`src/rtl/gf_pkg.sv`:
```
// Shared definitions for the iterative GF(2^M) multiplier slice.
package gf_pkg;

    // Default field degree and counter width used by the controller.
    localparam int GF_M     = 32;
    localparam int GF_CNT_W = 6;

    // Reduction polynomial x^32 + x^7 + x^5 + x^3 + x^2 + x + 1 without the x^32 term.
    localparam logic [31:0] GF_POLY_DEFAULT = 32'h0000_00AF;

    // Controller states.
    typedef enum logic [1:0] {
        IDLE = 2'd0,
        RUN  = 2'd1,
        DONE = 2'd2
    } gf_state_e;

endpackage

```
`src/rtl/gf_row_step.sv`:
```
// One row of the GF(2^M) systolic multiplier: shift-and-reduce the running
// partial product, then add the multiplicand when the current multiplier bit is set.
module gf_row_step
    import gf_pkg::*;
#(
    parameter int M = GF_M
)
(
    input  logic [M-1:0] i_p,
    input  logic [M-1:0] i_a,
    input  logic [M-1:0] i_g,
    input  logic         i_bi,
    output logic [M-1:0] o_pNext
);

    logic [M-1:0] w_shifted;
    logic [M-1:0] w_reduce;
    logic [M-1:0] w_addend;

    // Multiply by x, fold the overflowing x^M term back in as g, add a when b_i is set.
    always_comb begin
        w_shifted = {i_p[M-2:0], 1'b0};
        w_reduce  = i_p[M-1] ? i_g : '0;
        w_addend  = i_bi ? i_a : '0;
        o_pNext   = w_shifted ^ w_reduce ^ w_addend;
    end

endmodule

```
`src/rtl/gf_mult_seq_ctrl.sv`:
```
// Iterative GF(2^M) multiplier controller: one shared row-step datapath is
// reused for M cycles, walking b from its MSB down to bit 0.
module gf_mult_seq_ctrl
    import gf_pkg::*;
#(
    parameter int M     = GF_M,
    parameter int CNT_W = GF_CNT_W
)
(
    input  logic         clk,
    input  logic         rst,
    input  logic         in_valid,
    output logic         in_ready,
    input  logic [M-1:0] a_in,
    input  logic [M-1:0] b_in,
    input  logic [M-1:0] g_in,
    output logic         out_valid,
    input  logic         out_ready,
    output logic [M-1:0] p_out,
    output logic         busy
);

    localparam int             IDX_W    = (M > 1) ? $clog2(M) : 1;
    localparam logic [CNT_W-1:0] CNT_LOAD = CNT_W'(M - 1);

    gf_state_e        r_state;
    logic [M-1:0]     r_p;
    logic [M-1:0]     r_a;
    logic [M-1:0]     r_b;
    logic [M-1:0]     r_g;
    logic [CNT_W-1:0] r_cnt;
    logic             r_outValid;
    logic [M-1:0]     r_pOut;

    logic             w_canAccept;
    logic             w_accept;
    logic             w_bi;
    logic             w_lastStep;
    logic [M-1:0]     w_pNext;

    // Handshake and status decode; everything is held quiet while reset is asserted.
    always_comb begin
        w_canAccept = (r_state == IDLE) || ((r_state == DONE) && out_ready);
        in_ready    = w_canAccept & ~rst;
        w_accept    = in_valid & in_ready;
        w_bi        = r_b[r_cnt[IDX_W-1:0]];
        w_lastStep  = (r_cnt == '0);
        out_valid   = r_outValid & ~rst;
        busy        = (r_state != IDLE) & ~rst;
        p_out       = r_pOut;
    end

    gf_row_step #(
        .M (M)
    ) u_rowStep (
        .i_p     (r_p),
        .i_a     (r_a),
        .i_g     (r_g),
        .i_bi    (w_bi),
        .o_pNext (w_pNext)
    );

    // FSM, iteration counter and operand/accumulator registers.
    always_ff @(posedge clk) begin
        if (rst) begin
            r_state    <= IDLE;
            r_p        <= '0;
            r_a        <= '0;
            r_b        <= '0;
            r_g        <= '0;
            r_cnt      <= '0;
            r_outValid <= 1'b0;
            r_pOut     <= '0;
        end else begin
            case (r_state)
                IDLE: begin
                    if (w_accept) begin
                        r_a     <= a_in;
                        r_b     <= b_in;
                        r_g     <= g_in;
                        r_p     <= '0;
                        r_cnt   <= CNT_LOAD;
                        r_state <= RUN;
                    end
                end
                RUN: begin
                    r_p   <= w_pNext;
                    r_cnt <= r_cnt - 1'b1;
                    if (w_lastStep) begin
                        r_state    <= DONE;
                        r_outValid <= 1'b1;
                        r_pOut     <= w_pNext;
                    end
                end
                DONE: begin
                    if (out_ready) begin
                        r_outValid <= 1'b0;
                        r_pOut     <= '0;
                        if (w_accept) begin
                            r_a     <= a_in;
                            r_b     <= b_in;
                            r_g     <= g_in;
                            r_p     <= '0;
                            r_cnt   <= CNT_LOAD;
                            r_state <= RUN;
                        end else begin
                            r_state <= IDLE;
                        end
                    end
                end
                default: begin
                    r_state <= IDLE;
                end
            endcase
        end
    end

endmodule

```
`config.mk`:
```
export PLATFORM = sky130hd
export DESIGN_NAME = gf_mult_seq_ctrl
export DESIGN_NICKNAME = d
export VERILOG_FILES = /design/src/rtl/gf_pkg.sv /design/src/rtl/gf_row_step.sv /design/src/rtl/gf_mult_seq_ctrl.sv
export SDC_FILE = /design/constraint.sdc
export NUM_CORES = 1
export LEC_CHECK = 0
export ABC_AREA = 1
export CORE_UTILIZATION = 38
export DETAILED_ROUTE_END_ITERATION = 10
export PLACE_DENSITY = 0.72
export SLEW_MARGIN = 0
export SYNTH_ARGS = -nofsm -noshare
export SYNTH_HDL_FRONTEND = slang
export SYNTH_SLANG_ARGS = --single-unit
export TNS_END_PERCENT = 10
```
`constraint.sdc`:
```
create_clock -name clk -period 1.7 [get_ports clk]
set_input_delay 0.17 -clock clk [delete_from_list [all_inputs] [get_ports clk]]
set_output_delay 0.17 -clock clk [all_outputs]
set_load 0.01 [all_outputs]
```
Word level (Yosys, flattened, before mapping)
Index checks and enable logic that the tools add are counted.
{"block": "op_classes", "n_addsub": 1, "multipliers": 0, "div": 0, "order_cmp": 1, "eq_ne": 5, "shift": 0, "muxes": 30, "n_bitwise": 7, "reduce_logical": 12}
{"operator": "$mux 32", "n": 12}
{"operator": "$pmux 32 s2", "n": 4}
{"operator": "$pmux 32 s3", "n": 1}
{"operator": "$xor 32x32->32", "n": 2}
{"operator": "$pmux 6 s3", "n": 1}
{"operator": "$mux 6", "n": 2}
{"operator": "$logic_not 6->1", "n": 1}
{"operator": "$lt 5x6->1 const B", "n": 1}
{"operator": "$mux 2", "n": 3}
{"operator": "$ne 2x2->1 const B", "n": 3}
{"operator": "$pmux 2 s3", "n": 1}
{"operator": "$reduce_and 3->1", "n": 2}
{"operator": "$reduce_bool 2->1", "n": 3}
{"operator": "$sub 6x1->6 const B", "n": 1}
{"operator": "$bmux 1 s5", "n": 1}
{"operator": "$and 1x1->1", "n": 4}
{"operator": "$mux 1", "n": 4}
{"operator": "$reduce_and 2->1", "n": 2}
{"operator": "$reduce_bool 3->1", "n": 1}
{"operator": "$eq 2x1->1 const B", "n": 1}
{"operator": "$eq 2x2->1 const B", "n": 1}
{"operator": "$logic_not 2->1", "n": 1}
{"operator": "$pmux 1 s2", "n": 1}
{"operator": "$logic_and 1x1->1", "n": 1}
{"operator": "2 further kinds", "n": 2}
{"block": "totals", "register_bits": 169, "latch_bits": 0, "ram_bits": 0, "rom_bits": 0, "inputBits": 100, "word_cells": 64, "memories": 0}

Depth between registers and ports, before layout
Gate-level depths: netlist of run 1.
{"block": "depth", "word_depth": 8, "depth_mapped": 13}

By module
Synthesis of run 1 repeated with hierarchy kept, for this count alone.
{"block": "unflattened", "cells_unflattened": 1178, "area_unflattened_um2": 8007.7}
{"mod": "gf_mult_seq_ctrl", "n_inst": 1, "cells_per_inst": 855, "area_each_um2": 6561.3}
{"mod": "gf_row_step", "n_inst": 1, "cells_per_inst": 323, "area_each_um2": 1446.4}

Worst setup path before layout of run 1
OpenSTA, ideal clock, no wires.
{"block": "synth_path", "path_type": "reg2reg", "start": "reg r_cnt[0]", "end": "reg r_pOut[10], in the netlist p_out[10]", "setup_time_ps": 59, "arrival_ps": 1549, "required_ps": 1641, "setup_slack_ps": 92, "stages_incl_launch_ff": 10, "path_buffers": 2, "synth_period_minus_slack_ps": 1608, "path_cell_list": "dfxtp_1 -> inv_2 -> buf_6 -> ha_1 -> nand4_1 -> nor2_1 -> a31oi_1 -> buf_2 -> nand3_1 -> nand2_1"}
{"block": "synth_via", "elab_chain_len": 6, "word_cells_on_any_way": 9}
{"item": "from (decl)", "line_no": "gf_mult_seq_ctrl.sv:31", "rtl": "logic [CNT_W-1:0] r_cnt;"}
{"item": "from (signal assigned)", "line_no": "gf_mult_seq_ctrl.sv:88", "rtl": "r_cnt <= r_cnt - 1'b1;"}
{"item": "$bmux 1 s5", "line_no": "gf_mult_seq_ctrl.sv:46", "rtl": "w_bi = r_b[r_cnt[IDX_W-1:0]];"}
{"item": "$mux 1 (not written as such)", "line_no": "gf_mult_seq_ctrl.sv:46"}
{"item": "$mux 32", "line_no": "gf_row_step.sv:24", "rtl": "w_addend = i_bi ? i_a : '0;"}
{"item": "$xor 32x32->32", "line_no": "gf_row_step.sv:25", "rtl": "o_pNext = w_shifted ^ w_reduce ^ w_addend;"}
{"item": "$mux 32", "line_no": "gf_mult_seq_ctrl.sv:89", "rtl": "if (w_lastStep) begin"}
{"item": "$pmux 32 s2", "line_no": "gf_mult_seq_ctrl.sv:75", "rtl": "case (r_state)"}
{"item": "to (signal assigned)", "line_no": "gf_mult_seq_ctrl.sv:92", "rtl": "r_pOut <= w_pNext;"}
{"item": "to (decl)", "line_no": "gf_mult_seq_ctrl.sv:33", "rtl": "logic [M-1:0] r_pOut;"}
Several ways; a longest one is shown, not always the timed one. The select of a mux whose other input is x is not followed.
A chain may end at the register's enable or synchronous reset.

Final worst setup path of run 1
{"block": "layout_path", "start": "reg r_cnt[0]", "end": "reg r_p[11]"}
{"block": "layout_via", "elab_chain_len": 5}
{"item": "$bmux 1 s5", "line_no": "gf_mult_seq_ctrl.sv:46"}
{"item": "$mux 1 (not written as such)", "line_no": "gf_mult_seq_ctrl.sv:46"}
{"item": "$mux 32", "line_no": "gf_row_step.sv:24"}
{"item": "$xor 32x32->32", "line_no": "gf_row_step.sv:25"}
{"item": "$pmux 32 s3", "line_no": "gf_mult_seq_ctrl.sv:75"}
{"item": "to (signal assigned)", "line_no": "gf_mult_seq_ctrl.sv:87", "rtl": "r_p <= w_pNext;"}
{"item": "to (decl)", "line_no": "gf_mult_seq_ctrl.sv:27", "rtl": "logic [M-1:0] r_p;"}
Every way passes these cells. The select of a mux whose other input is x is not followed.

==> metrics.cfg, run 1 <==
[hold_path]
hold_start=in_valid
hold_path_depth=4
hold_end=r_a[29]
hp-class=in -> reg

[power_and_ir_drop]
swShare_pct=28.6
ir_worst_vdd_mv=0.542
internal_power_mw=7.18
cellLeakagePower_nw=4.21
clkPwrFrac_pct=38.0
p_per_area_nw_per_um2=961
p_seq_share_pct=42.1
comb_power_share_pct=19.9
p_switching_mw=2.88

[clocking]
path_clk_slew_ns=0.06
cts_htree_levels=4
root_buffer=clkbuf_16
cts_made_buffers=17
clk_latency_ns=0.43
tritoncts=done
cts_max_path_buffers=2
cts.sinks=169

[detailed_routing]
drt_pass1_iterations=4
ant_nets=0
vias_per_cell=5.09
vias=7452
drt_wl_total_mm=21.6
drc=0
drt_iter0_markers=533
wl_per_cell_microns=14.8

[global_routing]
antenna_found_initial=0
grt_overflow=0
grt_usage_pct=20.9
grt_pass1_wl_mm=34.2
grt_max_degree=68
grt_pass1_vias=6993

[logic_synthesis]
synth-seq-cells=169
yosys.area.top_type_share_pct=44.0
synth_edf_count=0
syn_inst=1054
synth_ff_type=dfxtp_1
syn-cell-area_sq_um=7690
synth.area.top_cells=dfxtp_1 44%, nand2_1 14%, nand3_1 12%, a21oi_1 8.3%, inv_1 3.1%
yosysTopAreaCell=dfxtp_1
seq_area_frac_synth_pct=44.0
synth.distinct_cells=28
async_flop_share_pct=0
avgSynthCellArea_sq_um=7.30
synth_fp_nets=1156
yosys_warnings=0

[critical_path]
r2r-start=r_cnt[0]
r2r_slack_ns=-0.16
crit_arrival_ns=2.13
worstSetupPathType=reg -> reg
cp-end-kind=register
critical_path.max_fanout=7
rr_worst_depth=13
r2r_end=r_p[11]
cp-start-kind=register
cp.required_ns=1.97

[layout]
area_delta_synth_final_pct=36.1
nets=1288
drive_above_1_share_pct=13.7
n_antenna_cell=0

[timing]
period_share_pct=109
min_period_ns=1.86
finalSetupViolations=59
tightest_slew_ns=0.775
hold_violations=0
final.setup.worst_slack_ns=-0.158
relSlewSlack_pct=48.3
slew_violations=0
fmaxAchievable_mhz=538
setup_tns_ns=-5.31
rsz0062_at_grt=yes
finalClockSkew_ns=0.0141

[flow_run]
cap_violations=0

[floorplanning]
dieArea_sq_um=20800
rows=51
initial_core_util_pct=39.1
core_region_area_sq_um=19700
fp.dieH_microns=144
dieWidth_microns=144
ios=135

[placement]
io_buffer_count=134
post-place-ws_ns=-0.206
gp_congestion=0.785
dp_hpwl_mm=13.3

[status]
violations=setup timing
status=finished, violations left

==> state kept, by name, indices dropped and copies added, names as in the netlist <==
signal      count
p_out          32
r_a            32
r_b            32
r_cnt           6
r_g            32
r_outValid      1
r_p            32
r_state         2
==> critical path, stage by stage, from the launching register on <==
cell	delay, ns
dfxtp_4	0.39
clkbuf_16	0.17
nand2_2	0.05
nand3_1	0.08
nand3_1	0.09
nand2_1	0.07
nor2_2	0.15
nand2_4	0.10
buf_4	0.16
clkbuf_16	0.16
nand3_1	0.07
nand2_1	0.07
nand3_1	0.07
a21oi_1	0.06
==> worst max-delay path by stage <==
stage	to	slack, ns	from
after global routing	r_p[0]	-0.27	r_cnt[0]
after floorplan	p_out[10]	0.09	r_cnt[0]
final	r_p[11]	-0.16	r_cnt[0]
after detailed placement	in_ready	-0.21	out_ready
after CTS	r_p[25]	-0.06	r_cnt[0]
after global placement	in_ready	-0.19	out_ready
==> metal layers <==
metal,vias to the layer above,share of wire [%],GRT usage (%)
met2,212,47,35.2
met1,3456,46,27.1
met4,0,1.3,5.71
met3,22,5.6,3.87
met5,-,0,0
li1,3762,-,-
==> power groups by stage <==
stage	Combinational (mW)	Clock (mW)	Sequential, mW
final	2.00	3.82	4.23
after global routing	2.16	4.05	4.25
after CTS	1.71	3.89	4.22
after detailed placement	1.65	0	4.30
after global placement	1.63	0	4.30
after floorplan	1.04	0	4.28
==> per-stage QoR <==
stage / instance area (sq um) / instances / power (mW) / utilization, % / hold slack (ns)
2_1_floorplan: 7690 / 1054 / 5.32 / - / 0.335
3_3_place_gp: 9470 / 1419 / 5.93 / 48.2 / 0.434
3_5_place_dp: 9470 / 1419 / 5.96 / 48.2 / 0.448
4_1_cts: 10100 / 1454 / 9.82 / 51.5 / 0.245
5_1_grt: 10500 / 1464 / 10.5 / 53.3 / 0.274
6_report: 10500 / 1464 / 10.1 / 53.3 / 0.263
==> layout by cell type (no fill, tap or decap), types with 2 or more instances in the layout <==
| cell | instances |
|---|---|
| o211ai_1 | 2 |
| nand3_2 | 24 |
| a21oi_2 | 9 |
| nand2_2 | 13 |
| dfxtp_1 | 166 |
| clkdlybuf4s50_1 | 129 |
| nand4_1 | 35 |
| nor2_1 | 8 |
| buf_2 | 2 |
| buf_6 | 2 |
| nor2_2 | 4 |
| o21ai_0 | 25 |
| clkinvlp_4 | 3 |
| clkinv_4 | 4 |
| nand2_4 | 4 |
| ha_1 | 2 |
| buf_4 | 34 |
| a31oi_1 | 2 |
| dfxtp_2 | 2 |
| inv_1 | 62 |
| inv_8 | 2 |
| buf_12 | 17 |
| xnor2_1 | 4 |
| nand3_1 | 174 |
| clkbuf_16 | 22 |
| clkbuf_8 | 3 |
| clkinv_2 | 2 |
| inv_2 | 5 |
| xor2_1 | 27 |
| a21oi_1 | 123 |
| nand2_1 | 271 |
| nor2_4 | 3 |
==> what timing repair did <==
| action | CTS | global route |
|---|---|---|
| setup endpoints to repair | 64 | 89 |
| resized for setup | 16 | 41 |
| endpoints found under the hold margin | 1 | 0 |
| cloned | 1 | 5 |
| setup buffers | 1 | 5 |
| pin swaps | 3 | 17 |
| hold buffers | 1 | 0 |
==> cell usage after synthesis (3+ instances only) <==
cell,count
a21oi_1,127
a21oi_2,6
a31oi_1,3
buf_2,25
buf_6,12
clkbuf_1,41
dfxtp_1,169
inv_1,63
inv_2,5
nand2_1,284
nand3_1,187
nand3_2,12
nand4_1,35
nor2_1,11
nor2_2,4
o21ai_0,25
xnor2_1,4
xor2_1,27
==> cell families (layout without fill, tap and decap cells) <==
group | Yosys count | count (layout) | share of synthesized area, %
AOI/OAI and AO/OA | 165 | 165 | 11.2
DFF | 169 | 169 | 44.0
buffers and inverters | 149 | 294 | 9.08
adders and majority gates | 2 | 2 | 0.325
and+or+nand+nor | 538 | 538 | 31.9
xor gates and xnor gates | 31 | 31 | 3.53
==> area by class of cell <==
class / instances / area (sq um)
clock buffer: 20 / 467
clock inverter: 12 / 118
fill: 1906 / 9190
inverter: 69 / 269
multi-input combinational: 736 / 3790
sequential: 169 / 3390
tap: 265 / 332
timing repair buffer: 193 / 2100
No activity file was read; power rests on OpenSTA's default activity.
==> inputs of run 2 (changes only) <==
--- a/config.mk
+++ b/config.mk
@@ -6,9 +6,10 @@
 export NUM_CORES = 1
 export LEC_CHECK = 0
 export ABC_AREA = 1
+export CORE_MARGIN = 4
 export CORE_UTILIZATION = 38
 export DETAILED_ROUTE_END_ITERATION = 10
-export PLACE_DENSITY = 0.72
+export PLACE_DENSITY = 0.73
 export SLEW_MARGIN = 0
 export SYNTH_ARGS = -nofsm -noshare
 export SYNTH_HDL_FRONTEND = slang
==> metrics.cfg, run 2 (same netlist as run 1, synthesis figures left out) <==
[status]
status=finished, violations left
violations=setup timing

[timing]
relSlewSlack_pct=64.2
finalSetupViolations=47
hold_violations=0
min_period_ns=1.79
tightest_slew_ns=0.536
slew_violations=0
fmaxAchievable_mhz=558
final.setup.worst_slack_ns=-0.0919
setup_tns_ns=-1.10
rsz0062_at_grt=yes
period_share_pct=105
worst_hold_slack_ns=0.246
finalClockSkew_ns=0.0100

[critical_path]
cp.required_ns=1.98
cp_slowest_cell=dfxtp_4
cp_top_family=simple AND/OR/NAND/NOR gates
r2r-start=r_cnt[0]
critPathMaxStageDelay_ns=0.37
critical_path.max_fanout=8
cp-end-kind=register
r2r_end=r_p[19]
cp_cell_sequence=inv_4, buf_12, nand2_2, nand3_2, a21oi_2, nor2_4, nand2_4, buf_12, buf_12, nand3_2, nand2_2, nand2_2, nand2_1, a21oi_2
r2r_slack_ns=-0.09
cp-start-kind=register
critical_path_buf_inv_count=4
crit_arrival_ns=2.07
rr_worst_depth=14
worstSetupPathType=reg -> reg

[power_and_ir_drop]
ir_worst_vdd_mv=0.626
p_per_area_nw_per_um2=957
cellLeakagePower_nw=4.14

[global_routing]
grt_overflow=0
grt_pass1_wl_mm=34.5
grt_pass1_vias=7054
antenna_found_initial=0
grt_usage_pct=18.9
grt_max_degree=113

[floorplanning]
dieWidth_microns=150
rows=51
core_region_area_sq_um=19700
ios=135
dieArea_sq_um=22600
initial_core_util_pct=39.1
fp.dieH_microns=150

[clocking]
root_buffer=clkbuf_16
clk_latency_ns=0.42
cts.sinks=169
tritoncts=done
cts_htree_levels=4
path_clk_slew_ns=0.06
cts_made_buffers=17
cts_max_path_buffers=2

[hold_path]
hold_path_depth=5
hp-class=in -> reg
hold_end=r_a[28]
hold_start=rst

[placement]
dp_hpwl_mm=13.8
gp_congestion=0.831
post-place-ws_ns=-0.146
place_inst=1422
dpl-instance-area_sq_um=9520
io_buffer_count=134

[detailed_routing]
vias=7511
wl_per_cell_microns=14.8
drt_iter0_markers=461
drc=0
drt_pass1_iterations=8
vias_per_cell=5.14
ant_nets=0
drt_wl_total_mm=21.6

[layout]
final_cell_area_sq_um=10400
final_cell_mix=263 x nand2_1, 178 x nand3_1, 167 x dfxtp_1
drive_above_1_share_pct=13.3
final_cells=1460
final_common_cell=nand2_1
nets=1285
area_delta_synth_final_pct=34.9
n_antenna_cell=0

[flow_run]
cap_violations=0

==> run 2: cell count changes in the layout (fill, tap and decap cells not counted), sizes merged <==
cell,previous run,this run
buf,56,57
bufinv,1,2
clkbuf,25,22
clkdlybuf4s15,0,1
clkdlybuf4s50,129,130
clkinv,6,2
clkinvlp,3,5
dlygate4sd3,1,0
dlymetal6s2s,1,0
inv,71,70
==> run 2: power by group <==
| part | internal, mW | leakage (nW) | total [mW] | switching [mW] |
|---|---|---|---|---|
| logic | 0.817 | 2.49 | 1.85 | 1.03 |
| clock network | 2.24 | 0.268 | 3.85 | 1.61 |
| registers | 4.12 | 1.38 | 4.23 | 0.103 |
| total | 7.18 | 4.14 | 9.93 | 2.75 |
==> run 2: how the worst max path moves through the flow <==
stage | startpoint | end | slack, ns | cells after the start
6_report | r_cnt[0] | r_p[19] | -0.09 | 14
5_1_grt | r_cnt[0] | r_p[28] | -0.22 | 13
4_1_cts | r_cnt[0] | r_p[19] | -0.07 | 13
3_5_place_dp | out_ready | in_ready | -0.15 | 5
3_3_place_gp | out_ready | in_ready | -0.14 | 5
2_1_floorplan | r_cnt[0] | p_out[10] | 0.09 | 9
==> run 2: worst reg2reg max path, delay by kind of cell (launching register included) <==
kind | cells | cell delay (ns)
AND/OR/NAND/NOR | 8 | 0.58
flip-flops | 1 | 0.37
AO/OA/AOI/OAI | 2 | 0.24
buffers and inverters | 4 | 0.47
==> run 2: area by class of cell <==
type,instances,area [sq um]
inverter,69,264
multi-input combinational,736,3760
fill,1892,9280
timing repair buffer,190,2050
clock buffer,21,460
sequential,169,3390
clock inverter,10,120
tap,265,332
==> run 2: timing repair <==
item | 4_1_cts | 5_1_grt
hold buffers | 0 | 0
resized for setup | 25 | 24
setup endpoints to repair | 64 | 70
setup buffers | 4 | 0
gates cloned | 2 | 1
pin swaps | 6 | 12
==> run 2: metrics by stage <==
| step | total power, mW | util [%] |
|---|---|---|
| final | 9.93 | 52.8 |
| after global routing | 10.3 | 52.8 |
| after CTS | 9.95 | 52.3 |
| after detailed placement | 5.97 | 48.4 |
| after global placement | 5.94 | 48.4 |
| after floorplan | 5.32 | - |
==> run 2: metal layers <==
metal	global-route usage [%]	routed length, microns	part of all wire [%]	vias up
li1	-	-	-	3750
met1	24.5	9640	45	3509
met2	31.5	10300	48	218
met3	3.88	1230	5.7	34
met4	6.22	408	1.9	0
met5	0	0	0	-
==> inputs of run 3 (changes only) <==
==> constraint.sdc (replaced) <==
create_clock -name clk -period 1.7 [get_ports clk]
set_input_delay 0.17 -clock clk [delete_from_list [all_inputs] [get_ports clk]]
set_output_delay 0.17 -clock clk [all_outputs]
set_load 0.005 [all_outputs]
==> metrics.cfg, run 3 (same netlist as run 1, synthesis figures left out) <==
[status]
status=finished, violations left
violations=setup timing

[layout]
area_delta_synth_final_pct=37.7
drive_above_1_share_pct=13.7
num-fill-cells=1862
multi_input_area_sq_um=3810
regArea_sq_um=3400
final_cell_area_sq_um=10600
final_cell_mix=264 x nand2_1, 177 x nand3_1, 164 x dfxtp_1
n_antenna_cell=0
final_common_cell=nand2_1
nets=1283

[power_and_ir_drop]
ir_worst_vdd_mv=0.646
p_per_area_nw_per_um2=1010
cellLeakagePower_nw=4.23
p_switching_mw=2.95
clkPwrFrac_pct=40.5
comb_power_share_pct=20.1
swShare_pct=27.5
internal_power_mw=7.78
p_seq_share_pct=39.4

[placement]
post-place-ws_ns=-0.109
dpl-instance-area_sq_um=9480
dp_hpwl_mm=13.6
io_buffer_count=134
gp_congestion=0.807

[global_routing]
grt_overflow=0
grt_max_degree=113
grt_pass1_vias=6936
grt_usage_pct=18.8
antenna_found_initial=0
grt_pass1_wl_mm=34.4

[clocking]
cts.sinks=169
cts_max_path_buffers=2
root_buffer=clkbuf_16
path_clk_slew_ns=0.07
cts_made_buffers=17
cts_hold_repair.buffers=0
tritoncts=done
clk_latency_ns=0.42
cts_htree_levels=4

[hold_path]
hold_end=r_state[1]
hold_start=rst
hp-class=in -> reg
hold_path_depth=3

[timing]
fmaxAchievable_mhz=560
setup_tns_ns=-1.40
tightest_slew_ns=0.599
hold_violations=0
rsz0062_at_grt=yes
finalClockSkew_ns=0.00874
min_period_ns=1.79
period_share_pct=105
relSlewSlack_pct=60.1
worst_hold_slack_ns=0.299
final.setup.worst_slack_ns=-0.0860
finalSetupViolations=39
slew_violations=0

[detailed_routing]
drt_pass1_iterations=6
drc=0
wl_per_cell_microns=16.0
drt_iter0_markers=613
vias_per_cell=5.24
ant_nets=0
drt_wl_total_mm=23.3
vias=7652

[floorplanning]
initial_core_util_pct=39.1
dieArea_sq_um=22600
dieWidth_microns=150
rows=51
fp.dieH_microns=150
core_region_area_sq_um=19700
ios=135

[critical_path]
r2r-start=r_cnt[0]
rr_worst_depth=13
r2r_slack_ns=-0.09
crit_arrival_ns=2.13
cp-end-kind=register
cp.required_ns=2.05
cp-start-kind=register
r2r_end=r_p[29]
critical_path.max_fanout=19
worstSetupPathType=reg -> reg

[flow_run]
cap_violations=0

[run 3: cell types whose count changed in the layout (fill, tap and decap cells not counted), moves of 3 or more]
| cell | delta |
|---|---|
| bufinv_16 | +3 |
| clkbuf_16 | +7 |
| buf_4 | -10 |
| clkinv_4 | +3 |
| buf_6 | +3 |
| dfxtp_1 | -3 |
| clkinvlp_4 | -4 |
[run 3: layer usage]
metal	share of wire (%)	up-vias	wire, microns	GRT usage [%]
li1	-	3752	-	-
met1	43	3575	10000	25.1
met2	48	278	11100	30.3
met3	7.1	47	1660	3.91
met4	2.3	0	546	6.59
met5	0	-	0	0
[run 3: worst max-delay path: stages, from the launching register on]
cell and delay (ns):
dfxtp_4 0.37, buf_12 0.15, nand2_1 0.06, nand3_1 0.09
nand3_2 0.08, nand2_2 0.06, nor2_4 0.15, nand2_8 0.13
clkbuf_16 0.20, nand3_1 0.08, nand2_1 0.05, nand2_1 0.09
nand2_2 0.06, a21oi_2 0.14
[run 3: worst max path at each step]
stage | depth (start not counted) | from | end
4_1_cts | 12 | r_cnt[0] | r_p[4]
3_5_place_dp | 6 | out_ready | r_a[30]
5_1_grt | 13 | r_cnt[0] | r_p[20]
3_3_place_gp | 6 | out_ready | r_a[30]
6_report | 13 | r_cnt[0] | r_p[29]
2_1_floorplan | 9 | r_cnt[0] | p_out[10]
[run 3: final cells by class]
type | count | area share [%]
flip-flops and latches | 169 | 32.1
inverters | 69 | 2.54
clock inverters | 11 | 1.83
clock buffers | 21 | 4.35
well taps | 265 | 3.13
multi-input cells | 736 | 36.0
repair buffers | 188 | 20.1
[run 3: timing repair]
action	in CTS	in global routing
setup endpoints to repair	66	112
cloned	0	11
resized for setup	12	51
pin swaps	2	24
buffers inserted	1	0
[run 3: through the flow]
step / util [%] / cells / power, mW
after global routing: 53.9 / 1459 / 11.1
after detailed placement: 48.2 / 1415 / 5.96
after floorplan: - / 1054 / 5.31
after CTS: 51.7 / 1448 / 10.3
final: 53.9 / 1459 / 10.7
after global placement: 48.2 / 1415 / 5.93
[run 3: power by group through the flow]
stage | Combinational, mW | Sequential (mW) | Clock (mW)
finish | 2.16 | 4.23 | 4.34
global route | 2.30 | 4.25 | 4.58
global placement | 1.62 | 4.30 | 0
detailed placement | 1.65 | 4.31 | 0
CTS | 1.68 | 4.22 | 4.40
floorplan | 1.03 | 4.28 | 0
